--- config.mk ---
export PLATFORM = sky130hd
export DESIGN_NAME = pipe_stage_skid
export DESIGN_NICKNAME = d
export VERILOG_FILES = /design/src/rtl/defines_pkg.sv /design/src/rtl/pipe_stage_skid_skid.sv /design/src/rtl/pipe_stage_skid.sv
export SDC_FILE = /design/constraint.sdc
export NUM_CORES = 1
export LEC_CHECK = 0
export CORE_ASPECT_RATIO = 1.25
export CORE_MARGIN = 2
export CORE_UTILIZATION = 53
export CTS_BUF_LIST = sky130_fd_sc_hd__clkbuf_4 sky130_fd_sc_hd__clkbuf_8 sky130_fd_sc_hd__clkbuf_16
export CTS_CLUSTER_DIAMETER = 100
export DETAILED_ROUTE_END_ITERATION = 16
export GPL_TIMING_DRIVEN = 0
export HOLD_SLACK_MARGIN = 0.08
export PLACE_DENSITY = 0.85
export SLEW_MARGIN = 5
export SYNTH_ARGS = -nofsm -noshare
export SYNTH_HDL_FRONTEND = slang
export SYNTH_SLANG_ARGS = --single-unit
--- constraint.sdc ---
create_clock -name clk -period 19 [get_ports clk]
set_input_delay 4.75 -clock clk [delete_from_list [all_inputs] [get_ports clk]]
set_output_delay 4.75 -clock clk [all_outputs]
set_load 0.005 [all_outputs]
--- src/rtl/defines_pkg.sv ---
// defines_pkg: shared constants, writeback payload type and skid buffer state encoding.
package defines_pkg;
  localparam logic RstEnable = 1'b1;
  localparam logic WriteEnable = 1'b1;
  localparam logic WriteDisable = 1'b0;
  localparam logic [31:0] ZeroWord = 32'h0;
  localparam logic [4:0] RegNopAddr = 5'b0;
  typedef struct packed {
    logic [4:0] wd;
    logic wreg;
    logic [31:0] wdata;
    logic whilo;
    logic [31:0] hi;
    logic [31:0] lo;
  } wb_payload_t;
  // The encoding is {skid_valid, main_valid}; 2'b10 can never be reached.
  typedef enum logic [1:0] {
    ST_EMPTY = 2'b00,
    ST_FULL = 2'b01,
    ST_SKID = 2'b11
  } state_t;
endpackage

--- src/rtl/pipe_stage_skid_skid.sv ---
// skid_reg: generic W-bit 2-entry skid buffer with valid/ready handshake and flush.
module skid_reg
  import defines_pkg::*;
#(
  parameter int W = 8
) (
  input  logic         clk,
  input  logic         rst,
  input  logic         flush,
  input  logic         in_valid,
  output logic         in_ready,
  input  logic [W-1:0] in_data,
  output logic         out_valid,
  input  logic         out_ready,
  output logic [W-1:0] out_data
);
  state_t st, st_n;
  logic [W-1:0] main_q, skid_q;
  logic in_acc, out_acc;
  assign in_ready = st != ST_SKID;
  assign out_valid = st[0];
  assign out_data = main_q;
  assign in_acc = in_valid & in_ready;
  assign out_acc = out_valid & out_ready;
  always_ff @(posedge clk) st <= (rst == RstEnable) ? ST_EMPTY : st_n;
  always_comb begin
    st_n = st;
    case (st)
      ST_EMPTY: st_n = in_acc ? ST_FULL : ST_EMPTY;
      ST_FULL:  st_n = (in_acc & !out_acc) ? ST_SKID : (!in_acc & out_acc) ? ST_EMPTY : ST_FULL;
      ST_SKID:  st_n = out_acc ? ST_FULL : ST_SKID;
      default:  st_n = ST_EMPTY;
    endcase
    if (flush) st_n = ST_EMPTY;
  end
  // A main load while draining to EMPTY captures don't-care data; the state masks it.
  always_ff @(posedge clk) begin
    if (out_acc | (in_acc & !out_valid)) main_q <= (st == ST_SKID) ? skid_q : in_data;
    if ((st == ST_FULL) & in_acc & !out_acc) skid_q <= in_data;
  end
endmodule

--- src/rtl/pipe_stage_skid.sv ---
// pipe_stage_skid: writeback-payload stage register with skid buffer and NOP gating.
// Optional bubble counter is enabled by defining BUBBLE_CNT_EN.
module pipe_stage_skid
  import defines_pkg::*;
#(
  parameter int DATA_W = 32,
  parameter int ADDR_W = 5
`ifdef BUBBLE_CNT_EN
  , parameter int CNT_W = 16
`endif
) (
  input  logic              clk,
  input  logic              rst,
  input  logic              flush,
  input  logic              in_valid,
  output logic              in_ready,
  input  logic [ADDR_W-1:0] in_wd,
  input  logic              in_wreg,
  input  logic [DATA_W-1:0] in_wdata,
  input  logic              in_whilo,
  input  logic [DATA_W-1:0] in_hi,
  input  logic [DATA_W-1:0] in_lo,
  output logic              out_valid,
  input  logic              out_ready,
  output logic [ADDR_W-1:0] out_wd,
  output logic              out_wreg,
  output logic [DATA_W-1:0] out_wdata,
  output logic              out_whilo,
  output logic [DATA_W-1:0] out_hi,
  output logic [DATA_W-1:0] out_lo
`ifdef BUBBLE_CNT_EN
  , output logic [CNT_W-1:0] bubble_cnt
`endif
);
  typedef struct packed {
    logic [ADDR_W-1:0] wd;
    logic wreg;
    logic [DATA_W-1:0] wdata;
    logic whilo;
    logic [DATA_W-1:0] hi;
    logic [DATA_W-1:0] lo;
  } payload_t;
  payload_t din, q;
  assign din = '{in_wd, in_wreg, in_wdata, in_whilo, in_hi, in_lo};
  skid_reg #(.W($bits(payload_t))) u_skid (
    .clk(clk), .rst(rst), .flush(flush),
    .in_valid(in_valid), .in_ready(in_ready), .in_data(din),
    .out_valid(out_valid), .out_ready(out_ready), .out_data(q)
  );
  // An empty stage presents a NOP so the next stage sees the classic bubble.
  assign out_wd = out_valid ? q.wd : '0;
  assign out_wreg = out_valid ? q.wreg : WriteDisable;
  assign out_wdata = out_valid ? q.wdata : '0;
  assign out_whilo = out_valid ? q.whilo : WriteDisable;
  assign out_hi = out_valid ? q.hi : '0;
  assign out_lo = out_valid ? q.lo : '0;
`ifdef BUBBLE_CNT_EN
  always_ff @(posedge clk)
    if (rst == RstEnable) bubble_cnt <= '0;
    else if (!out_valid & out_ready & !flush & ~&bubble_cnt) bubble_cnt <= bubble_cnt + 1'b1;
`endif
endmodule

==> results of run 1 <==
## worst min path at each step
stage / cells past startpoint / to / from / slack (ps)
2_1_floorplan: 2 / u_skid.st[1] / u_skid.st[1] / 480
3_3_place_gp: 2 / u_skid.st[1] / u_skid.st[1] / 510
3_5_place_dp: 2 / u_skid.st[1] / u_skid.st[1] / 520
4_1_cts: 2 / u_skid.st[1] / u_skid.st[1] / 540
5_1_grt: 1 / u_skid.out_data[70] / u_skid.skid_q[70] / 550
6_report: 1 / u_skid.out_data[70] / u_skid.skid_q[70] / 540
## metrics by stage
stage          utilization, %  setup WS (ps)  area (sq um)  total power [uW]
5_1_grt                 74.63          11700         11620              1043
3_5_place_dp            70.29          12250         10940             613.3
2_1_floorplan               -           9278          8458             565.0
4_1_cts                 74.63          11870         11620              1019
3_3_place_gp            69.66           6824         10850             609.4
6_report                74.63          11890         11620              1008
## cell families after synthesis
kind of cell	Yosys count	share of synthesized area (%)
AND/OR/NAND/NOR	109	7.974
buffers and inverters	24	1.805
AO/OA/AOI/OAI	2	0.1479
flip-flops	208	73.61
multiplexers	104	16.46
## layout make-up
type	count	share of cell area, %
Sequential cell	208	53.58
Buffer	23	1.281
Timing Repair Buffer	216	19.02
Clock buffer	22	4.587
Multi-Input combinational cell	215	17.99
Tap cell	212	2.283
Clock inverter	14	1.228
Inverter	1	0.03230
## power groups by stage
stage               Sequential (uW)  Clock [uW]  Combinational [uW]
floorplan                       538           0                26.7
global placement                540           0                69.7
detailed placement              539           0                74.2
CTS                             530         414                74.9
global route                    531         433                79.2
finish                          529         405                73.9
## registers in the layout (all words and copies together), names as in the netlist
register	cells
u_skid.skid_q	103
u_skid.out_data	103
u_skid.st	2
## per-layer routing
metal  track usage [%]  vias up  share of wire, %
met2             34.60      215                50
li1                  -     2142                 -
met1             24.84     2256                38
met4             7.118        0               2.9
met3             5.931       42               8.9
met5                 0        -                 0
## worst reg2reg max path, stage by stage, from the launching register on
cell and delay (ps):
dfxtp_1 330, buf_4 210, buf_2 290, nand2_1 160
nor2_4 670, buf_12 290
## layout by cell type, fill, tap and decap left out, drive strengths merged
cell and count:
inv 1, clkbuf 32, a211oi 1, bufinv 3
dfxtp 2, nor4 1, clkdlybuf4s50 212, nor2 2
mux2 104, and2 103, clkinvlp 1, clkinv 10
nand2 2, o21ai 1, nand2b 1, buf 17
edfxtp 206
==> impl_metrics.tcl, run 1 <==
set metrics [dict create \
    crit_fanout 10 \
    grt_pass1_vias 4986 \
    path_cells "buf_4 -> buf_2 -> clkbuf_1 -> and2_1 -> clkdlybuf4s50_1" \
    slew_violations 0 \
    r2r_slack_ps 16730 \
    coreArea_sq_um 15570 \
    rr_worst_depth 5 \
    synth_area_per_cell_sq_um 18.92 \
    yosysTopAreaCell "edfxtp_1" \
    hold_buffers 0 \
    stdcell_count 911 \
    synth-edff-count 206 \
    finalHoldViolCount 0 \
    yosys-top-cells-area "edfxtp_1 (73%), mux2_4 (10%), and2_1 (7.6%), mux2_2 (6.0%), buf_6 (0.93%)" \
    cp-start-kind "register" \
    cts_resized 0 \
    power_switching_uw 192.5 \
    slew-limit-headroom_pct 45.03 \
    cp_num_cells 5 \
    drtAntennaViolNets 0 \
    irDropWorstVdd_mv 0.07598 \
    cts_sinks 208 \
    root_buffer "clkbuf_16" \
    r2r-end "u_skid.skid_q[63]" \
    fin_crit_ps 7114 \
    wl_per_cell_microns 19.45 \
    critPathBufInv 4 \
    hp-class "reg -> reg" \
    rsz0062_at_grt "false" \
    p_per_area_nw_per_um2 86.75 \
    track_usage_pct 20.47 \
    io_buffers 212 \
    clkPwrFrac_pct 40.1 \
    timing.hold.ws_ps 538.1 \
    initial_utilization_pct 54.32 \
    syn-instance-count 447 \
    dp.cells 875 \
    cts_tree "yes" \
    fin_crit_sh_pct 37.44 \
    synth_warnings 0 \
    die_area_sq_um 16990 \
    syn_area_sq_um 8458 \
    overflow 0 \
    syn_nets 555 \
    grt_max_degree 60 \
    yosysUniqueCellTypes 17 \
    rows 51 \
    die_x_microns 117.0 \
    p_seq_share_pct 52.5 \
    synth_seq_area_share_pct 73.61 \
    path_clk_slew_ps 70 \
    num-fill-cells 943 \
    antenna_found_initial 0 \
    postCtsSetupRepairBufs 0 \
    fin_setup_tns_ps 0 \
    p_int_uw 815.5 \
    synth_seq_cells 208 \
    drc 0 \
    comb_power_share_pct 7.3 \
    synth_common_cells "edfxtp_1 (206), and2_1 (103), mux2_4 (59), mux2_2 (45), clkbuf_1 (10)" \
    via_per_inst 5.110 \
    multiInputGateArea_sq_um 2091 \
    grt_pass1_wl_microns 26830 \
    cts-htree-levels 1 \
    drt_iter0_markers 318 \
    finClkSkew_ps 8.537 \
    crit_start "u_skid.st[0]" \
    async_reset_ff_share_pct 0 \
    slowest_delay_ps 510 \
    place.detailed.hpwl_microns 12360 \
    synth-main-ff-cell "edfxtp_1" \
    max_cap_viol_count 0 \
    nets 794 \
    fmax_ghz 0.1406 \
    slowest_stage "clkdlybuf4s50_1" \
    critical_path_required_ps 14250 \
    clock_path_buffers 3 \
    critPathKind "reg -> out" \
    antennaDiodeCount 0 \
    ios 213 \
    rr_startpoint "u_skid.st[0]" \
    status "finished clean" \
    gp_congestion 0.7939 \
    dr.pass1.iters 4 \
    crit_path_end_kind "primary output" \
    clk-insertion-delay-late_ps 480 \
    worst_pin_slew_ps 824.5 \
    final_layout_size_suffix_gt1_share_pct 22.17 \
    synth_most_common_cell "edfxtp_1" \
    vias 4655 \
    cts_buffers 21 \
    area_growth_pct 37.38 \
    setup_viol 0 \
    regArea_sq_um 6226 \
    totalWireLength_microns 17720 \
    endpoint "out_lo[24]" \
    p_leak_uw 0.004266 \
    synth_top_area_share_pct 73.14 \
    arrival_ps 2360 \
    p_sw_share_pct 19.10 \
    die_y_microns 145.2 \
    critPathTopFamily "buffers and inverters" \
]
Note: power is estimated with default switching activity, not from simulation.
==> run 2: changes to the inputs <==
Settings changed: CORE_UTILIZATION 53 to 49, PLACE_DENSITY 0.85 to 0.8.
Clock period 19 ns to 7.05 ns, I/O delays scaled along.
==> impl_metrics.tcl, run 2 (same netlist as run 1, synthesis figures left out) <==
set metrics [dict create \
    p_per_area_nw_per_um2 230.5 \
    arrival_ps 2330 \
    critPathKind "reg -> out" \
    slowest_delay_ps 510 \
    slew-limit-headroom_pct 52.23 \
    crit_fanout 10 \
    rsz0062_at_grt "false" \
    die_y_microns 150.9 \
    wl_per_cell_microns 18.89 \
    die_x_microns 121.5 \
    vias 4639 \
    setup_viol 0 \
    gp_congestion 0.7181 \
    worst_slack_ps 2956 \
    fin_setup_tns_ps 0 \
    path_cells "buf_4 -> buf_2 -> clkbuf_1 -> and2_1 -> clkdlybuf4s50_1" \
    status "finished clean" \
    fin_area_sq_um 11610 \
    regArea_sq_um 6226 \
    slew_violations 0 \
    antennaDiodeCount 0 \
    slowest_stage "clkdlybuf4s50_1" \
    io_buffers 212 \
    irDropWorstVdd_mv 0.1925 \
    num-fill-cells 1142 \
    initial_utilization_pct 50.22 \
    coreArea_sq_um 16840 \
    place.detailed.hpwl_microns 12220 \
    grt_pass1_wl_microns 25870 \
    dr.pass1.iters 6 \
    track_usage_pct 18.37 \
    worst_pin_slew_ps 716.6 \
    totalWireLength_microns 17380 \
    area_growth_pct 37.32 \
    multiInputGateArea_sq_um 2091 \
    via_per_inst 5.042 \
    clock_path_buffers 3 \
    finalHoldViolCount 0 \
    cts-htree-levels 1 \
    placed_area_sq_um 10950 \
    root_buffer "clkbuf_16" \
    grt_max_degree 57 \
    p_leak_uw 0.004268 \
    timing.hold.ws_ps 537.2 \
    ios 213 \
    cts_resized 0 \
    dp_slack_ps 3218 \
    fin_util_pct 68.96 \
    max_cap_viol_count 0 \
    drtAntennaViolNets 0 \
    cts_buffers 21 \
    cts_tree "yes" \
    hold_buffers 0 \
    cp-start-kind "register" \
    antenna_found_initial 0 \
    crit_path_end_kind "primary output" \
    finClkSkew_ps 11.43 \
    postCtsSetupRepairBufs 0 \
    die_area_sq_um 18330 \
    overflow 0 \
    clk-insertion-delay-late_ps 480 \
    hp-class "reg -> reg" \
    grt_pass1_vias 4769 \
    drc 0 \
    critical_path_required_ps 5290 \
    fin_crit_ps 4094 \
    fin_crit_sh_pct 58.07 \
    drt_iter0_markers 284 \
    final_cell_mix "clkdlybuf4s50_1 (212), edfxtp_1 (206), and2_1 (103), mux2_4 (60), mux2_2 (44)" \
    final_layout_size_suffix_gt1_share_pct 22.86 \
    layout.cells.most_common "clkdlybuf4s50_1" \
    rows 53 \
    path_clk_slew_ps 60 \
    cts_sinks 208 \
    fmax_ghz 0.2443 \
    nets 794 \
]
==> run 2: cell count changes in the layout (fill, tap and decap cells not counted) <==
cell,previous run,this run
clkbuf_4,1,10
clkinv_1,4,0
clkinv_2,6,2
bufinv_16,3,0
clkbuf_8,0,3
clkinv_4,0,1
clkinvlp_4,1,0
==> run 2: worst max-delay path, delay by kind of cell (launching register included) <==
| kind | cells | cell delay [ps] |
|---|---|---|
| AND/OR/NAND/NOR | 1 | 230 |
| flip-flops | 1 | 330 |
| buffers and inverters | 4 | 1290 |
==> run 2: final cells by class <==
type | instances | share of cell area [%]
clock inverters | 3 | 0.1616
inverters | 1 | 0.03232
repair buffers | 216 | 19.02
flip-flops and latches | 208 | 53.60
well taps | 220 | 2.370
clock buffers | 34 | 5.526
multi-input cells | 215 | 18.00
plain buffers | 23 | 1.282
==> run 2: stage by stage <==
stage                     std cells  power, uW
after global placement          879       1643
final                           920       2677
after detailed placement        883       1653
after floorplan                 447       1523
after global routing            920       2767
after CTS                       920       2700
==> run 2: path summary, 6_finish.rpt <==
kind,startpoint,to,slack (ps),depth (start not counted)
hold / removal,u_skid.st[1],u_skid.st[1],540,2
hold reg to reg,u_skid.st[1],u_skid.st[1],540,2
setup reg to reg,u_skid.st[0],u_skid.skid_q[63],4700,6
setup / recovery,u_skid.st[0],out_lo[8],2960,5
==> run 2: per-layer routing <==
| metal | wire length (microns) | GRT usage [%] | vias up |
|---|---|---|---|
| li1 | - | - | 2147 |
| met1 | 6821 | 22.87 | 2289 |
| met2 | 8716 | 31.38 | 170 |
| met3 | 1295 | 4.631 | 33 |
| met4 | 545 | 6.379 | 0 |
| met5 | 0 | 0 | - |
==> run 2: power breakdown <==
group / internal [uW] / total (uW) / leakage [uW] / switching, uW
Combinational: 127 / 199 / 0.00198 / 71.9
Clock: 624 / 1050 / 0.000338 / 428
Sequential: 1420 / 1430 / 0.00196 / 10.5
==> run 3: changes to the inputs <==
Settings changed: CORE_UTILIZATION 49 to 44, PLACE_DENSITY 0.8 to 0.76.
Clock period 7.05 ns to 3.3 ns, I/O delays scaled along.
==> impl_metrics.tcl, run 3 (same netlist as run 1, synthesis figures left out) <==
set metrics [dict create \
    status "finished clean" \
    nets 794 \
    final_layout_size_suffix_gt1_share_pct 23.00 \
    root_buffer "clkbuf_16" \
    worst_pin_slew_ps 778.5 \
    cts-htree-levels 1 \
    p_total_uw 5865 \
    finalHoldViolCount 0 \
    initial_utilization_pct 45.04 \
    fin_setup_tns_ps 0 \
    drtAntennaViolNets 0 \
    clk-insertion-delay-late_ps 480 \
    grt_pass1_vias 5063 \
    postCtsSetupRepairBufs 0 \
    slew_violations 0 \
    cts_sinks 208 \
    grt_pass1_wl_microns 26990 \
    rsz0062_at_grt "false" \
    arrival_ps 2280 \
    track_usage_pct 16.83 \
    irDropWorstVdd_mv 0.4650 \
    drc 0 \
    totalWireLength_microns 17520 \
    p_per_area_nw_per_um2 503.0 \
    coreArea_sq_um 18780 \
    via_per_inst 4.940 \
    wl_per_cell_microns 18.80 \
    p_leak_uw 0.004277 \
    cp-start-kind "register" \
    path_clk_slew_ps 70 \
    place.detailed.hpwl_microns 12030 \
    clock_path_buffers 3 \
    ios 213 \
    crit_path_end_kind "primary output" \
    die_x_microns 128.0 \
    finClkSkew_ps 5.304 \
    final_cell_mix "clkdlybuf4s50_1 (212), edfxtp_1 (206), and2_1 (103), mux2_4 (60), mux2_2 (44)" \
    crit_fanout 10 \
    setup_viol 0 \
    vias 4604 \
    layout.cells.most_common "clkdlybuf4s50_1" \
    max_cap_viol_count 0 \
    fin_area_sq_um 11660 \
    fin_crit_ps 3103 \
    placed_area_sq_um 10970 \
    critPathKind "reg -> out" \
    dr.pass1.iters 4 \
    hold_start "u_skid.st[1]" \
    slew-limit-headroom_pct 47.98 \
    rows 56 \
    grt_max_degree 56 \
    hp-class "reg -> reg" \
    gp_congestion 0.7528 \
    cts_buffers 21 \
    rr_startpoint "u_skid.st[0]" \
    overflow 0 \
    io_buffers 212 \
    crit_start "u_skid.st[0]" \
    dp_slack_ps 285.9 \
    area_growth_pct 37.87 \
    fin_crit_sh_pct 94.03 \
    fmax_ghz 0.3223 \
    antennaDiodeCount 0 \
    worst_slack_ps 197.0 \
    die_area_sq_um 20350 \
    critical_path_required_ps 2470 \
    die_y_microns 159.0 \
    cts_tree "yes" \
    antenna_found_initial 0 \
    drt_iter0_markers 213 \
]
[run 3: what timing repair did]
| item | 4_1_cts | 5_1_grt |
|---|---|---|
| endpoints found under the setup margin | 0 | 18 |
| gates resized for setup | 0 | 6 |
| hold buffers | 0 | 0 |
[run 3: worst paths after layout]
path	endpoint	slack (ps)	depth (start not counted)
worst min register to register	u_skid.st[1]	530	2
worst max register to register	u_skid.skid_q[76]	830	6
worst min-delay path	u_skid.st[1]	530	2
worst max-delay path	out_lo[4]	200	5
[run 3: metal layers]
layer | track usage [%] | up-vias | part of all wire, %
li1 | - | 2139 | -
met1 | 20.20 | 2278 | 41
met2 | 29.29 | 160 | 50
met3 | 5.309 | 27 | 7.9
met4 | 4.446 | 0 | 1.8
met5 | 0 | - | 0
[run 3: worst max-delay path: stages (launching register included)]
cell	delay, ps
dfxtp_1	330
buf_4	190
buf_2	290
clkbuf_1	290
and2_1	180
clkdlybuf4s50_1	500
[run 3: cell type report]
type                            instances  area, sq um
Multi-Input combinational cell        215         2091
Fill cell                            1389         7117
Sequential cell                       208         6226
Inverter                                1        3.754
Buffer                                 23        152.6
Clock inverter                         15        155.1
Tap cell                              232        290.3
Clock buffer                           22        533.0
Timing Repair Buffer                  216         2210
[run 3: report_power, final]
part	total [uW]	internal, uW	switching [uW]
Combinational	426	271	155
Sequential	3050	3020	21.6
Clock	2390	1410	985
[run 3: metrics by stage]
| step | utilization (%) | hold slack (ps) | instances |
|---|---|---|---|
| 5_1_grt | 62.10 | 550.9 | 932 |
| 6_report | 62.10 | 530.5 | 932 |
| 2_1_floorplan | - | 481.7 | 447 |
| 3_5_place_dp | 58.42 | 518.0 | 895 |
| 3_3_place_gp | 57.93 | 520.2 | 891 |
| 4_1_cts | 62.08 | 530.4 | 932 |
